`src/rtl/score_display_ctrl_pkg.sv`:
```
// Shared constants, FSM encoding and helpers for the score display controller.
package score_display_ctrl_pkg;

  localparam int unsigned NUM_DIGITS = 4;
  localparam int unsigned NIB_W      = 4;
  localparam int unsigned SCORE_W    = 14;
  localparam int unsigned BCD_W      = NUM_DIGITS * NIB_W;
  localparam int unsigned ITER_W     = 4;
  localparam int unsigned SHIFT_LAST = SCORE_W - 1;

  localparam logic [SCORE_W-1:0] SCORE_MAX  = 14'd9999;
  localparam logic [NIB_W-1:0]   BLANK_CODE = 4'hF;

  typedef enum logic [1:0] {
    IDLE  = 2'd0,
    SHIFT = 2'd1,
    DONE  = 2'd2
  } state_e;

  function automatic logic [SCORE_W-1:0] sat_score(input logic [SCORE_W-1:0] s);
    return (s > SCORE_MAX) ? SCORE_MAX : s;
  endfunction

  // Double-dabble correction: any nibble >= 5 gets +3 before the shift.
  function automatic logic [BCD_W-1:0] add3_nibbles(input logic [BCD_W-1:0] b);
    logic [BCD_W-1:0] r;
    r = b;
    for (int i = 0; i < int'(NUM_DIGITS); i++) begin
      if (b[i*NIB_W +: NIB_W] >= 4'd5) r[i*NIB_W +: NIB_W] = b[i*NIB_W +: NIB_W] + 4'd3;
    end
    return r;
  endfunction

endpackage

```
`src/rtl/decoder.sv`:
```
// Registered hex-digit to active-low 7-segment decoder (gfedcba); codes 10-15 blank.
module decoder (
  input  logic       clk,
  input  logic [3:0] code,
  output logic [6:0] seg
);

  always_ff @(posedge clk) begin
    case (code)
      4'd0:    seg <= 7'b1000000;
      4'd1:    seg <= 7'b1111001;
      4'd2:    seg <= 7'b0100100;
      4'd3:    seg <= 7'b0110000;
      4'd4:    seg <= 7'b0011001;
      4'd5:    seg <= 7'b0010010;
      4'd6:    seg <= 7'b0000010;
      4'd7:    seg <= 7'b1111000;
      4'd8:    seg <= 7'b0000000;
      4'd9:    seg <= 7'b0010000;
      default: seg <= 7'b1111111;
    endcase
  end

endmodule

```
`src/rtl/score_display_ctrl_bin2bcd_seq.sv`:
```
// Sequential binary-to-BCD converter with a one-deep, last-write-wins pending slot.
module bin2bcd_seq
  import score_display_ctrl_pkg::*;
(
  input  logic               clk,
  input  logic               rst,
  input  logic [SCORE_W-1:0] score,
  input  logic               score_valid,
  output logic               busy,
  output logic [BCD_W-1:0]   bcd
);

  state_e                     state;
  logic [SCORE_W-1:0]         bin_q;
  logic [BCD_W-1:0]           work_q;
  logic [ITER_W-1:0]          iter_q;
  logic                       pend;
  logic [SCORE_W-1:0]         pend_val;
  logic [SCORE_W-1:0]         sat;
  logic [BCD_W+SCORE_W-1:0]   shifted;

  always_comb begin
    sat     = sat_score(score);
    shifted = {add3_nibbles(work_q), bin_q} << 1;
  end

  always_ff @(posedge clk) begin
    if (rst) begin
      state    <= IDLE;
      bin_q    <= '0;
      work_q   <= '0;
      iter_q   <= '0;
      pend     <= 1'b0;
      pend_val <= '0;
      busy     <= 1'b0;
      bcd      <= '0;
    end else begin
      // Updates arriving mid-conversion (including the DONE cycle) are parked.
      if (score_valid && state != IDLE) begin
        pend     <= 1'b1;
        pend_val <= sat;
      end
      case (state)
        IDLE: begin
          if (score_valid || pend) begin
            bin_q  <= score_valid ? sat : pend_val;
            work_q <= '0;
            iter_q <= '0;
            pend   <= 1'b0;
            busy   <= 1'b1;
            state  <= SHIFT;
          end
        end
        SHIFT: begin
          {work_q, bin_q} <= shifted;
          iter_q          <= iter_q + ITER_W'(1);
          if (iter_q == ITER_W'(SHIFT_LAST)) state <= DONE;
        end
        DONE: begin
          bcd   <= work_q;
          busy  <= 1'b0;
          state <= IDLE;
        end
        default: state <= IDLE;
      endcase
    end
  end

endmodule

```
`src/rtl/score_display_ctrl.sv`:
```
// 4-digit multiplexed 7-segment score display: BCD conversion, digit scan, anode drive.
module score_display_ctrl
  import score_display_ctrl_pkg::*;
#(
  parameter int unsigned REFRESH_DIV = 50000,
  parameter bit          LEAD_BLANK  = 1'b1
) (
  input  logic               clk,
  input  logic               rst,
  input  logic [SCORE_W-1:0] score,
  input  logic               score_valid,
  output logic               busy,
  output logic [3:0]         an,
  output logic [6:0]         seg
);

  localparam int unsigned CNT_W = $clog2(REFRESH_DIV);
  localparam int unsigned IDX_W = $clog2(NUM_DIGITS);

  logic [CNT_W-1:0] cnt;
  logic [IDX_W-1:0] idx;
  logic [BCD_W-1:0] disp;
  logic [NIB_W-1:0] nib;
  logic [NIB_W-1:0] code;
  logic             upper_zero;

  bin2bcd_seq u_conv (
    .clk         (clk),
    .rst         (rst),
    .score       (score),
    .score_valid (score_valid),
    .busy        (busy),
    .bcd         (disp)
  );

  // Digit select with leading-zero blanking; the ones digit is never blanked.
  always_comb begin
    nib        = disp[idx*NIB_W +: NIB_W];
    upper_zero = (disp >> (idx*NIB_W)) == '0;
    code       = nib;
    if (rst) begin
      code = BLANK_CODE;
    end else if (LEAD_BLANK && idx != '0 && upper_zero) begin
      code = BLANK_CODE;
    end
  end

  // an is registered from the same idx the decoder sees, so both change together.
  always_ff @(posedge clk) begin
    if (rst) begin
      cnt <= '0;
      idx <= '0;
      an  <= 4'b1111;
    end else begin
      an <= ~(4'b0001 << idx);
      if (cnt == CNT_W'(REFRESH_DIV - 1)) begin
        cnt <= '0;
        idx <= idx + IDX_W'(1);
      end else begin
        cnt <= cnt + CNT_W'(1);
      end
    end
  end

  decoder u_dec (
    .clk  (clk),
    .code (code),
    .seg  (seg)
  );

endmodule

```
`config.mk`:
```
export PLATFORM = sky130hd
export DESIGN_NAME = score_display_ctrl
export DESIGN_NICKNAME = d
export VERILOG_FILES = /design/src/rtl/score_display_ctrl_pkg.sv /design/src/rtl/decoder.sv /design/src/rtl/score_display_ctrl_bin2bcd_seq.sv /design/src/rtl/score_display_ctrl.sv
export SDC_FILE = /design/constraint.sdc
export NUM_CORES = 1
export LEC_CHECK = 0
export ABC_AREA = 0
export BUFFER_PORTS_ARGS = -buffer_cell sky130_fd_sc_hd__buf_2
export CAP_MARGIN = 20
export CORE_MARGIN = 2
export CORE_UTILIZATION = 40
export CTS_BUF_LIST = sky130_fd_sc_hd__clkbuf_8 sky130_fd_sc_hd__clkbuf_16
export DETAILED_ROUTE_END_ITERATION = 16
export SLEW_MARGIN = 25
export SYNTH_ARGS = -nofsm -noshare
export SYNTH_HDL_FRONTEND = slang
export SYNTH_SLANG_ARGS = --single-unit
```
`constraint.sdc`:
```
create_clock -name clk -period 5.2 [get_ports clk]
set_input_delay 1.3 -clock clk [delete_from_list [all_inputs] [get_ports clk]]
set_output_delay 1.3 -clock clk [all_outputs]
set_load 0.02 [all_outputs]
```
==> impl_metrics.toml <==
[logic_synthesis]
synth_edf_count = 0
synth.top_cells.by_area = "dfxtp_1 44%, nor2_1 5.5%, nand2_1 5.4%, a21oi_1 5.3%, ha_1 5.2%"
yosysMostFrequentCell = "dfxtp_1"
synth.distinct_cells = 46
ys_ff_latch = 97
synth_seq_area_share = 0.444
yosys-top-cells-count = "97 x dfxtp_1, 64 x nor2_1, 63 x nand2_1"
netlist_instances = 508
netlist.area_leader.share = 0.444
synth-async-reset-ratio = 0
yosys_warnings = 0
synth_top_area_cell = "dfxtp_1"
syn_area_um2 = 4370
synth_ff_type = "dfxtp_1"
synth_nets = 543
syn_area_per_cell_um2 = 8.60

[hold_path]
whs_path_depth = 2
min_to = "u_conv.pend_val[11]"
hp-class = "flip-flop to flip-flop"
min_from = "u_conv.pend_val[11]"

[route]
num_vias = 3548
ant_nets = 0
firstDrtPassIters = 6
post_drt_wl_per_cell_um = 13.5
drcViolationCount = 0
drt_iter0_drc = 171
drt-total-wl_mm = 9.00
via_per_inst = 5.34

[sta]
clock-skew-final_ns = 0.00763
setup_ws_ns = 2.42
fmax_mhz = 360
rsz0062_at_grt = "false"
worst_slew_pin_slew_ns = 0.780
hold_violations = 0
fin_tns_setup_ns = 0
slew_viol_final = 0
setup_viol = 0
fin_crit_ns = 2.78
period_share = 0.534
relSlewSlack = 0.477

[setup_path]
rr_endpoint = "u_dec.seg[3]"
reg2reg_from = "idx[0]"
critPathKind = "flip-flop to flip-flop"
path_buf_inv = 0
cp.arrival_ns = 3.01
cp.required_ns = 5.43
critPathCaptureType = "flip-flop"
ff2ff_path_depth = 7
cp_slowest_stage_delay_ns = 0.61
reg2reg_setup_slack_ns = 2.42
startpoint_type = "flip-flop"
path_cells = "mux4_2, or2_1, a2111oi_4, nor3_1, ha_1, nor2_1, o31ai_1"
crit_fanout = 10
worst_path_max_delay_cell = "mux4_2"
critical_path.top_delay_family = "multiplexers"

[die]
num_rows = 38
coreArea_um2 = 10700
initial_core_util = 0.407
die_h_um = 109
fp.dieW_um = 109
ios = 29
die_area_um2 = 11800

[global_route]
antenna_found_initial = 0
first_global_vias = 3385
track_usage = 0.165
gr-total-overflow = 0
grt_pass1_wl_mm = 15.6
grt_max_degree = 42

[final_layout]
num_antenna_cells = 0
layout.nets = 554
drive_gt1_frac = 0.116
fin_cells = 664
n_fill_cell = 1078
synthToLayoutAreaGrowth_pct = 10.8
design_area_um2 = 4840

[clock_tree]
cts_setup_buffers = 0
clock_path_buffers = 2
clkTransAtPathRegs_ns = 0.09
cts_tree = "built"
htree_levels = 3
numCtsBuffers = 9
cts_sinks = 97
root_buffer = "clkbuf_8"
post_cts_resize_count = 0
clk_latency_ns = 0.36
cts_hold_buf = 0

[placement]
gp_congestion = 0.800
numPortBuffers = 28
place_inst = 648
hpwlAfterDp_mm = 6.10
dpl-instance-area_um2 = 4600
place_worst_setup_slack_ns = 2.19

[pwr]
p_leak_uw = 0.00177
p_sw_frac = 0.232
p_comb_frac = 0.075
clockPowerShare = 0.398
power_frac_seq = 0.527
internal_power_uw = 1130
p_per_area_nw_per_um2 = 304
ir_worst_vdd_mv = 0.104
switching_power_uw = 341
total_power_uw = 1470

[run_status]
outcome = "finished, final reports clean"

[run]
cap_viol_max_count = 0
==> how the worst max path moves through the flow <==
stage | from | endpoint | slack (ns) | cells past startpoint
after global routing | idx[0] | u_dec.seg[4] | 2.22 | 8
after floorplan | score_valid | u_conv.bin_q[10] | 2.48 | 7
after global placement | score_valid | u_conv.bin_q[7] | 2.06 | 5
after detailed placement | score_valid | u_conv.bin_q[9] | 2.19 | 5
final | idx[0] | u_dec.seg[3] | 2.42 | 7
after CTS | idx[0] | u_dec.seg[3] | 2.42 | 7
==> cell usage in the layout (no fill, tap or decap), drive strengths merged, types with 11 or more instances in the layout <==
cell type	Yosys	final
nand3	14	14
nor2	64	64
xor2	11	11
xnor2	13	13
ha	18	18
o21ai	13	13
dfxtp	97	97
nand2b	12	12
inv	15	16
a22oi	13	13
nor3	16	16
a21oi	46	46
buf	2	31
nand2	63	63
==> cell families after synthesis <==
logic type	share of synthesized area
buf+inv	0.0412
fa+ha+maj	0.0515
simple gates	0.206
flops	0.444
mux	0.0352
xor+xnor	0.0481
compound gates	0.173
==> state kept, by name, summed over array words and instances, names as in the netlist <==
| name | flops |
|---|---|
| an | 4 |
| cnt | 16 |
| idx | 2 |
| u_conv.bcd | 16 |
| u_conv.bin_q | 14 |
| u_conv.busy | 1 |
| u_conv.iter_q | 4 |
| u_conv.pend | 1 |
| u_conv.pend_val | 14 |
| u_conv.state | 2 |
| u_conv.work_q | 16 |
| u_dec.seg | 7 |
==> per-stage QoR <==
step                 util  hold slack [ns]
finish              0.451            0.457
global route        0.451            0.472
CTS                 0.451            0.458
detailed placement  0.428            0.445
global placement    0.427            0.441
floorplan               -            0.426
==> worst min-delay path, stage by stage (launching register included) <==
cell     delay (ns)
dfxtp_1        0.31
nand2_1        0.05
a21oi_1        0.05
==> metal layers <==
layer / share of wire / track usage
met3: 0.030 / 0.0217
met5: 0 / 0
met2: 0.47 / 0.272
met4: 0.014 / 0.0714
met1: 0.48 / 0.215
==> power groups by stage <==
stage / logic (µW) / registers, µW / clock network [µW]
2_1_floorplan: 75.5 / 794 / 0
3_3_place_gp: 107 / 792 / 0
3_5_place_dp: 110 / 793 / 0
4_1_cts: 110 / 775 / 602
5_1_grt: 123 / 779 / 627
6_report: 110 / 775 / 586
==> area by class of cell <==
| type | instances | area, µm² | area share |
|---|---|---|---|
| multi-input combinational | 365 | 2260 | 0.467 |
| clock buffer | 10 | 138 | 0.0284 |
| clock inverter | 6 | 106 | 0.0220 |
| tap | 140 | 175 | 0.0362 |
| timing repair buffer | 31 | 163 | 0.0336 |
| sequential | 97 | 1940 | 0.401 |
| inverter | 15 | 56.3 | 0.0116 |
(Power assumes the default switching activity.)
